**config.mk**
```make
export PLATFORM = sky130hd
export DESIGN_NAME = multi_lane_game
export DESIGN_NICKNAME = d
export VERILOG_FILES = /design/src/rtl/multi_lane_game.sv
export SDC_FILE = /design/constraint.sdc
export NUM_CORES = 1
export LEC_CHECK = 0
export BUFFER_PORTS_ARGS = -buffer_cell sky130_fd_sc_hd__buf_2
export CAP_MARGIN = 20
export CORE_MARGIN = 4
export CORE_UTILIZATION = 40
export DETAILED_ROUTE_END_ITERATION = 10
export PLACE_DENSITY = 0.64
export SLEW_MARGIN = 20
export SYNTH_ARGS = -nofsm -noshare
export SYNTH_HDL_FRONTEND = slang
export SYNTH_SLANG_ARGS = --single-unit
```
**constraint.sdc**
```tcl
create_clock -name clk -period 5.7 [get_ports clk]
set_input_delay 1.425 -clock clk [delete_from_list [all_inputs] [get_ports clk]]
set_output_delay 1.425 -clock clk [all_outputs]
set_load 0.01 [all_outputs]
```
**src/rtl/multi_lane_game.sv**
```systemverilog
// multi_lane_game: a multi-lane rhythm game core. Chart rows scroll down
// per-lane tracks toward the hit cell (cell 0); button edges on an occupied
// hit cell score points and build a combo, and notes leaving cell 0 are misses.
//
// Chart interface: a pull strobe without back-pressure. chart_rd is high for
// exactly one cycle on each scroll step that still has chart rows left, and
// note_in is sampled on the rising edge that ends that cycle. The chart source
// must present the next row whenever chart_rd can be high. Nothing is consumed
// in any other cycle.
module multi_lane_game #(
    parameter int  LANES    = 2,
    parameter int  DEPTH    = 10,
    parameter int  TICK_DIV = 4,
    parameter int  SONG_LEN = 64,
    parameter int  SCORE_W  = 16,
    localparam int PHASE_W  = $clog2(TICK_DIV)
) (
    input  logic                   clk,
    input  logic                   rst,
    input  logic [LANES-1:0]       btn,
    input  logic                   start,
    input  logic                   abort,
    input  logic [LANES-1:0]       note_in,
    output logic [1:0]             state,
    output logic [LANES*DEPTH-1:0] lanes,
    output logic [PHASE_W-1:0]     phase,
    output logic                   chart_rd,
    output logic [LANES-1:0]       hit,
    output logic [LANES-1:0]       miss,
    output logic [SCORE_W-1:0]     score,
    output logic [7:0]             combo,
    output logic [7:0]             max_combo,
    output logic                   finish
);

    localparam int                 STEP_W     = $clog2(SONG_LEN + 1);
    localparam logic [STEP_W-1:0]  SONG_END   = STEP_W'(SONG_LEN);
    localparam logic [PHASE_W-1:0] PHASE_LAST = PHASE_W'(TICK_DIV - 1);
    localparam logic [PHASE_W-1:0] PHASE_HALF = PHASE_W'(TICK_DIV / 2);

    typedef enum logic [1:0] {
        S_IDLE   = 2'd0,
        S_PLAY   = 2'd1,
        S_RESULT = 2'd2
    } state_t;

    state_t                   st, st_nxt;
    logic [LANES-1:0]         btn_q;
    logic                     start_q;
    logic [LANES*DEPTH-1:0]   lanes_q, lanes_nxt;
    logic [PHASE_W-1:0]       phase_q, phase_nxt;
    logic [STEP_W-1:0]        step_q, step_nxt;
    logic [SCORE_W-1:0]       score_q, score_nxt;
    logic [7:0]               combo_q, combo_nxt;
    logic [7:0]               max_q, max_nxt;

    logic [LANES-1:0]         btn_edge;
    logic                     start_edge;
    logic                     scroll;
    logic [DEPTH-1:0]         lane_v;
    int                       hit_cnt;
    int                       pts;
    logic [SCORE_W:0]         score_ext;
    logic [8:0]               combo_ext;

    assign btn_edge   = btn & ~btn_q;
    assign start_edge = start & ~start_q;

    assign state     = st;
    assign lanes     = lanes_q;
    assign phase     = phase_q;
    assign score     = score_q;
    assign combo     = combo_q;
    assign max_combo = max_q;

    // State register of the game sequencer.
    always_ff @(posedge clk) begin
        if (!rst) st <= S_IDLE;
        else      st <= st_nxt;
    end

    // Next state, event pulses and the track/score datapath next values.
    always_comb begin
        st_nxt    = st;
        chart_rd  = 1'b0;
        hit       = '0;
        miss      = '0;
        finish    = 1'b0;
        lanes_nxt = lanes_q;
        phase_nxt = phase_q;
        step_nxt  = step_q;
        score_nxt = score_q;
        combo_nxt = combo_q;
        max_nxt   = max_q;
        scroll    = 1'b0;
        lane_v    = '0;
        hit_cnt   = 0;
        pts       = 0;
        score_ext = '0;
        combo_ext = '0;

        case (st)
            S_IDLE: begin
                if (start_edge) begin
                    st_nxt    = S_PLAY;
                    lanes_nxt = '0;
                    phase_nxt = '0;
                    step_nxt  = '0;
                    score_nxt = '0;
                    combo_nxt = '0;
                    max_nxt   = '0;
                end
            end
            S_PLAY: begin
                if (abort) begin
                    // Cancel: drop the track, keep the score for display.
                    st_nxt    = S_IDLE;
                    lanes_nxt = '0;
                    phase_nxt = '0;
                end else if (step_q == SONG_END && lanes_q == '0) begin
                    finish    = 1'b1;
                    st_nxt    = S_RESULT;
                    phase_nxt = '0;
                end else begin
                    scroll    = (phase_q == PHASE_LAST);
                    phase_nxt = scroll ? '0 : phase_q + 1'b1;
                    chart_rd  = scroll && (step_q < SONG_END);
                    for (int i = 0; i < LANES; i++) begin
                        // A hit removes the note before any shift, so it can
                        // never also count as a miss on a scroll cycle.
                        if (btn_edge[i] && lanes_q[i*DEPTH]) begin
                            hit[i]  = 1'b1;
                            hit_cnt = hit_cnt + 1;
                            pts     = pts + ((phase_q < PHASE_HALF) ? 2 : 1);
                        end
                        lane_v = lanes_q[i*DEPTH +: DEPTH] & ~{{(DEPTH-1){1'b0}}, hit[i]};
                        if (scroll) begin
                            miss[i] = lane_v[0];
                            lane_v  = {chart_rd & note_in[i], lane_v[DEPTH-1:1]};
                        end
                        lanes_nxt[i*DEPTH +: DEPTH] = lane_v;
                    end
                    if (chart_rd) step_nxt = step_q + 1'b1;

                    score_ext = {1'b0, score_q} + (SCORE_W+1)'(pts);
                    score_nxt = score_ext[SCORE_W] ? '1 : score_ext[SCORE_W-1:0];

                    // A miss restarts the combo from this cycle's hits.
                    combo_ext = ((|miss) ? 9'd0 : {1'b0, combo_q}) + 9'(hit_cnt);
                    combo_nxt = combo_ext[8] ? 8'hFF : combo_ext[7:0];
                    max_nxt   = (combo_nxt > max_q) ? combo_nxt : max_q;
                end
            end
            S_RESULT: begin
                if (start_edge) st_nxt = S_IDLE;
            end
            default: st_nxt = S_IDLE;
        endcase

        // No event leaves the block while reset is being applied.
        if (!rst) begin
            chart_rd = 1'b0;
            hit      = '0;
            miss     = '0;
            finish   = 1'b0;
        end
    end

    // Track, timing, scoring and edge-detect registers.
    always_ff @(posedge clk) begin
        if (!rst) begin
            btn_q   <= '0;
            start_q <= 1'b0;
            lanes_q <= '0;
            phase_q <= '0;
            step_q  <= '0;
            score_q <= '0;
            combo_q <= '0;
            max_q   <= '0;
        end else begin
            btn_q   <= btn;
            start_q <= start;
            lanes_q <= lanes_nxt;
            phase_q <= phase_nxt;
            step_q  <= step_nxt;
            score_q <= score_nxt;
            combo_q <= combo_nxt;
            max_q   <= max_nxt;
        end
    end

endmodule

```
Yosys cells after proc, flatten, opt, wreduce, memory -nomap -nowiden --
Cells that the tools add are included.
Word-level totals: bits in registers 66, latch bits 0, memory bits (writable) 0, memory bits (read-only) 0, input port bits 8, output and inout bits 62, word-level logic and storage cells 138, memories 0
Cells by class: add/sub/neg operators 6, $mul 0, divide/modulo/power cells 0, magnitude comparators 3, equality and inequality tests 12, shift-type cells 0, mux-type cells 84, bitwise operators 10, reduce and logical (&&, ||, !) cells 14
Operators by type and width (number):
- 2-to-1 mux 17 bit | 7
- 2-to-1 mux 16 bit | 4
- 2-to-1 mux 8 bit | 8
- 2-to-1 mux 9 bit | 7
- 2-to-1 mux 20 bit | 3
- one-hot mux 20 bit (2 select lines) | 1
- 2-to-1 mux 2 bit | 17
- one-hot mux 16 bit (2 select lines) | 1
- one-hot mux 8 bit (2 select lines) | 2
- 2-to-1 mux 7 bit | 4
- 2-to-1 mux 1 bit | 25
- AND 10 bit | 2
- zero test 20 bit | 1
- 2-to-1 mux 10 bit | 2
- inverter 1 -> 10 bit | 2
- adder 16 x 17 -> 17 bit | 1
- adder 17 x 3 -> 17 bit | 1
- one-hot mux 7 bit (2 select lines) | 1
- inequality test 2 bit (second input constant) | 6
- AND reduction 5 bit | 2
- adder 8 x 9 -> 9 bit | 1
- adder 9 x 2 -> 9 bit (second input constant) | 1
- > comparator 8 bit | 1
- adder 7 x 1 -> 7 bit (second input constant) | 1
- 20 further kinds | 28

Depth between registers and ports, before layout --
word-level depth 22, gate-level depth with buffers 19, depth with buffers taken out 18

Worst setup path before layout --
No wires, ideal clock.
kind input to register, start point in btn[0], end point reg max_q[4] (netlist: max_combo[4]), setup time 0.060 ns, arrival 4.925 ns, required time 5.640 ns, path slack 0.715 ns, cell stages on the path 17, path buffers 1, cell sequence inv_1 o21ai_0 a21boi_0 buf_2 nor2b_1 ha_1 inv_1 fa_1 or2_2 o21ai_0 ha_1 and3_1 a221o_1 a21oi_1 nor3_1 nor2_2 a22o_1
Between the ends: word-level cells in the longest chain between the ends 20, elaborated cells on any way between the ends 32, classes of those cells add/sub (2); order compare (1); eq/ne (1); mux (22); bitwise (3); reduce/logical (3)
RTL lines:
- start: declaration | RTL line 20 | input logic [LANES-1:0] btn,
- AND 2 bit (*) | RTL line 66 | assign btn_edge = btn & ~btn_q;
- logical AND 1 bit (*) | RTL line 131 | if (btn_edge[i] && lanes_q[i*DEPTH]) begin
- branches (longest 12 deep; another with adder 9 x 2 -> 9 bit)
- adder 8 x 9 -> 9 bit (*) | RTL line 149 | combo_ext = ((|miss) ? 9'd0 : {1'b0, combo_q}) + 9'(hit_cnt);
- 2-to-1 mux 8 bit (*) | RTL line 150 | combo_nxt = combo_ext[8] ? 8'hFF : combo_ext[7:0];
- branches (longest 4 deep; another with > comparator 8 bit)
- end signal: assignment | RTL line 188 | max_q <= max_nxt;
- end: declaration | RTL line 55 | logic [7:0] max_q, max_nxt;
Mark *: on every way between the ends. The select of a mux whose other input is x is not followed. A chain may end at the register's enable or synchronous reset.

Worst setup path after layout --
start point in btn[1], end point reg max_q[6] (netlist: max_combo[6])
Between the ends: word-level cells in the longest chain between the ends 20, elaborated cells on any way between the ends 27, classes of those cells add/sub (1); order compare (1); eq/ne (1); mux (18); bitwise (3); reduce/logical (3)
RTL lines:
- AND 2 bit (*) | RTL line 66
- logical AND 1 bit (*) | RTL line 131
- 2-to-1 mux 1 bit | RTL line 131
- 2-to-1 mux 1 bit | RTL line 120 | end else if (step_q == SONG_END && lanes_q == '0) begin
- 2-to-1 mux 1 bit | RTL line 115 | if (abort) begin
- 2-to-1 mux 1 bit | RTL line 102 | case (st)
- inverter 1 -> 10 bit | RTL line 136 | lane_v = lanes_q[i*DEPTH +: DEPTH] & ~{{(DEPTH-1){1'b0}}, hit[i]};
- AND 10 bit | RTL line 136
- 2-to-1 mux 1 bit | RTL line 137 | if (scroll) begin
- 2-to-1 mux 1 bit | RTL line 120
- 2-to-1 mux 1 bit | RTL line 115
- 2-to-1 mux 1 bit | RTL line 102
- OR reduction 2 bit | RTL line 149
- 2-to-1 mux 8 bit | RTL line 149
- adder 8 x 9 -> 9 bit (*) | RTL line 149
- 2-to-1 mux 8 bit (*) | RTL line 150
- branches (longest 4 deep; another with > comparator 8 bit)
Marks and branches as above.

==> run_results.csv <==
group,metric,value,unit
detailed_routing,vias_per_cell,5.554,
finish,num_antenna_cells,0,
clocking,clk_latency,0.35,ns
critical_path,cp_slowest_cell,"fa_1",
floorplan,die_area,0.01012,sq mm
logic_synthesis,yosysTopAreaCell,"dfxtp_1",
clocking,cts_tree,"yes",
floorplan,initial_utilization,41.52,%
min_path,hp-class,"reg2reg",
sta,setup-tns-final,0,ns
critical_path,worstPathRequired,5.94,ns
clocking,cts-root-buf,"clkbuf_8",
pwr,p_leak,1.785,nW
logic_synthesis,netlist_area,0.003428,sq mm
flow_run,maxCapViolCount,0,
sta,period_minus_slack,5.033,ns
status,outcome,"finished, final reports clean",
sta,fin_worst_skew,0.008958,ns
sta,fin_crit_sh,88.30,%
placement,finalWeightedCongestion,0.8789,
detailed_routing,wire_per_inst,15.56,um
finish,nets,508,
sta,worst_pin_slew,1.027,ns
grt,antenna_found_initial,0,
placement,portBuffers,69,
critical_path,worst_ep_arrival_time,5.28,ns
clocking,ctsResizeCount,0,
grt,grt_pass1_vias,3139,
detailed_routing,route.vias.total,3266,
sta,setup_viol,0,
floorplan,die_w,100.6,um
clocking,post_cts_buffers,0,
grt,grt_max_degree,31,
logic_synthesis,ys_seq_area_share,38.54,%
logic_synthesis,syn_inst,407,
floorplan,die-height,100.6,um
sta,fin_ws,0.6669,ns
clocking,numCtsBuffers,9,
sta,slew_violations,0,
pwr,power_density,217.5,mW/mm^2
floorplan,core,0.008258,sq mm
placement,hpwl,6611,um
clocking,cts_buffer_depth,2,
clocking,hold_buffers,0,
sta,hold_viol,0,
grt,gr-total-overflow,0,
critical_path,worst_setup_path_end_kind,"flop",
detailed_routing,drc,0,
critical_path,start_kind,"input pin",
clocking,cts_sinks,66,
sta,max_freq,198.7,MHz
detailed_routing,drt_iter0_markers,155,
finish,final_layout_size_suffix_gt1_share,21.53,%
critical_path,cp_cell_sequence,"buf_2 -> inv_1 -> o21ai_0 -> a21boi_0 -> nor2b_1 -> ha_1 -> inv_1 -> fa_1 -> or2_2 -> a21oi_1 -> ha_1 -> and3_1 -> and3_1 -> a211o_1 -> nor3_1 -> nor2_2 -> a22o_1",
logic_synthesis,synth_ff_type,"dfxtp_1",
detailed_routing,wl,9151,um
logic_synthesis,yosysTopAreaCellShare,38.54,%
grt,grt_pass1_wl,15280,um
pwr,ir_drop,0.1061,mV
critical_path,worstSetupPathType,"in2reg",
floorplan,io_pins,70,
clocking,cts_max_level,3,
clocking,clk_pin_slew_worst_paths,0.08,ns
sta,rsz0062_at_grt,"no",
logic_synthesis,synth.distinct_cells,52,
floorplan,rows,33,
logic_synthesis,async_flop_share,0,%
logic_synthesis,synth-seq-cells,66,
detailed_routing,firstDrtPassIters,4,
sta,relSlewSlack,31.53,%
grt,grt_usage,18.75,%
pwr,power,884.8,uW
logic_synthesis,synth-edff-count,0,
placement,dpl_worst_slack,0.3142,ns
logic_synthesis,yosysWarningCount,0,
logic_synthesis,avgSynthCellArea,8.423,sq um
finish,fin_util,49.26,%
detailed_routing,ant_nets,0,
critical_path,crit_path_max_incr_delay,0.48,ns
finish,area_growth_syn_to_layout,18.65,%
logic_synthesis,synth_area_leaders,"dfxtp_1 (39%), ha_1 (7.3%), a22o_1 (6.4%)",
critical_path,worstPathMaxFanout,8,
logic_synthesis,syn-num-nets,437,
power breakdown:
group / total [mW] / switching, mW / internal, mW
Sequential: 0.465 / 0.00248 / 0.463
Combinational: 0.0489 / 0.0366 / 0.0123
Clock: 0.371 / 0.206 / 0.165
worst paths after layout:
check             slack [ns]  cells past startpoint                   endpoint             startpoint
setup / recovery        0.67                     17  max_combo[6]$_SDFFE_PN0P_                 btn[1]
hold / removal          0.48                      2      combo[0]$_SDFFE_PN0P_  combo[0]$_SDFFE_PN0P_
hold reg to reg         0.48                      2      combo[0]$_SDFFE_PN0P_  combo[0]$_SDFFE_PN0P_
setup reg to reg        1.36                     16  max_combo[6]$_SDFFE_PN0P_  phase[1]$_SDFFE_PN0P_
per-layer routing:
layer	vias to the layer above	part of all wire, %	track usage [%]
met5	-	0	0
met4	0	1.5	5.492
met3	14	5.3	5.260
met2	88	46	29.77
met1	1541	47	24.82
li1	1623	-	-
cells in the final DEF (no fill, tap or decap), types with 2 or more instances in the layout:
cell type,netlist,routed
ha_1,20,20
a211oi_1,2,2
nor2_1,38,38
and4_1,3,3
o21a_1,3,3
clkinvlp_4,0,3
inv_6,0,3
nor2b_1,5,5
clkbuf_8,0,9
nand2_1,33,33
nand3b_1,4,4
a221o_1,2,2
o21ai_0,31,31
nand3_1,12,12
buf_2,5,69
o211ai_1,2,2
a21oi_1,30,30
nor4_1,5,5
a21o_1,6,6
nor3_1,12,12
and3_1,8,8
nor4b_1,2,2
inv_1,21,21
mux2i_1,2,2
or2_2,4,4
nand2b_1,5,5
fa_1,2,2
a22o_1,25,25
buf_4,2,7
nand4_1,8,8
a22oi_1,10,10
xor2_1,7,7
and2_1,3,3
dfxtp_1,66,66
cells by family after synthesis:
group | after synthesis | share of synthesized area [%]
flops | 66 | 38.54
simple gates | 150 | 22.59
fa+ha+maj | 22 | 8.467
buf+inv | 38 | 4.562
compound gates | 122 | 23.47
mux | 2 | 0.5840
xor+xnor | 7 | 1.788
stage by stage:
stage	hold slack [ns]	area, sq um	cells
2_1_floorplan	0.4495	3428	407
3_3_place_gp	0.4642	3876	571
3_5_place_dp	0.4749	3876	571
4_1_cts	0.4872	4060	587
5_1_grt	0.5072	4068	588
6_report	0.4818	4068	588
state kept, by name, summed over array words and instances, names as in the netlist:
register   count
state          2
step_q         7
phase          2
btn_q          2
lanes         20
combo          8
score         16
start_q        1
max_combo      8
worst max-delay path, delay by kind of cell:
family	cells	cell delay (ns)
AND/OR/NAND/NOR	6	1.38
buffers and inverters	3	0.19
AO/OA/AOI/OAI	5	1.34
adder cells (fa/ha/maj)	3	0.96
Yosys cell counts (5+ instances only):
cell       n
nand2_1   33
o21ai_0   31
a22oi_1   10
nor2_1    38
nand2b_1   5
nor3_1    12
nand4_1    8
a21o_1     6
xor2_1     7
nor2b_1    5
nor4_1     5
buf_2      5
ha_1      20
a21oi_1   30
and3_1     8
a22o_1    25
clkbuf_1   9
nand3_1   12
dfxtp_1   66
inv_1     21
cell type report:
cell class                 instances  area [sq um]
clock buffer                       9         123.9
tap                              105         131.4
inverter                          22         82.58
clock inverter                     7         60.06
timing repair buffer              76         397.9
fill                             858          4190
sequential                        66          1321
multi-input combinational        303          1951
No activity file was read; power rests on OpenSTA's default activity.
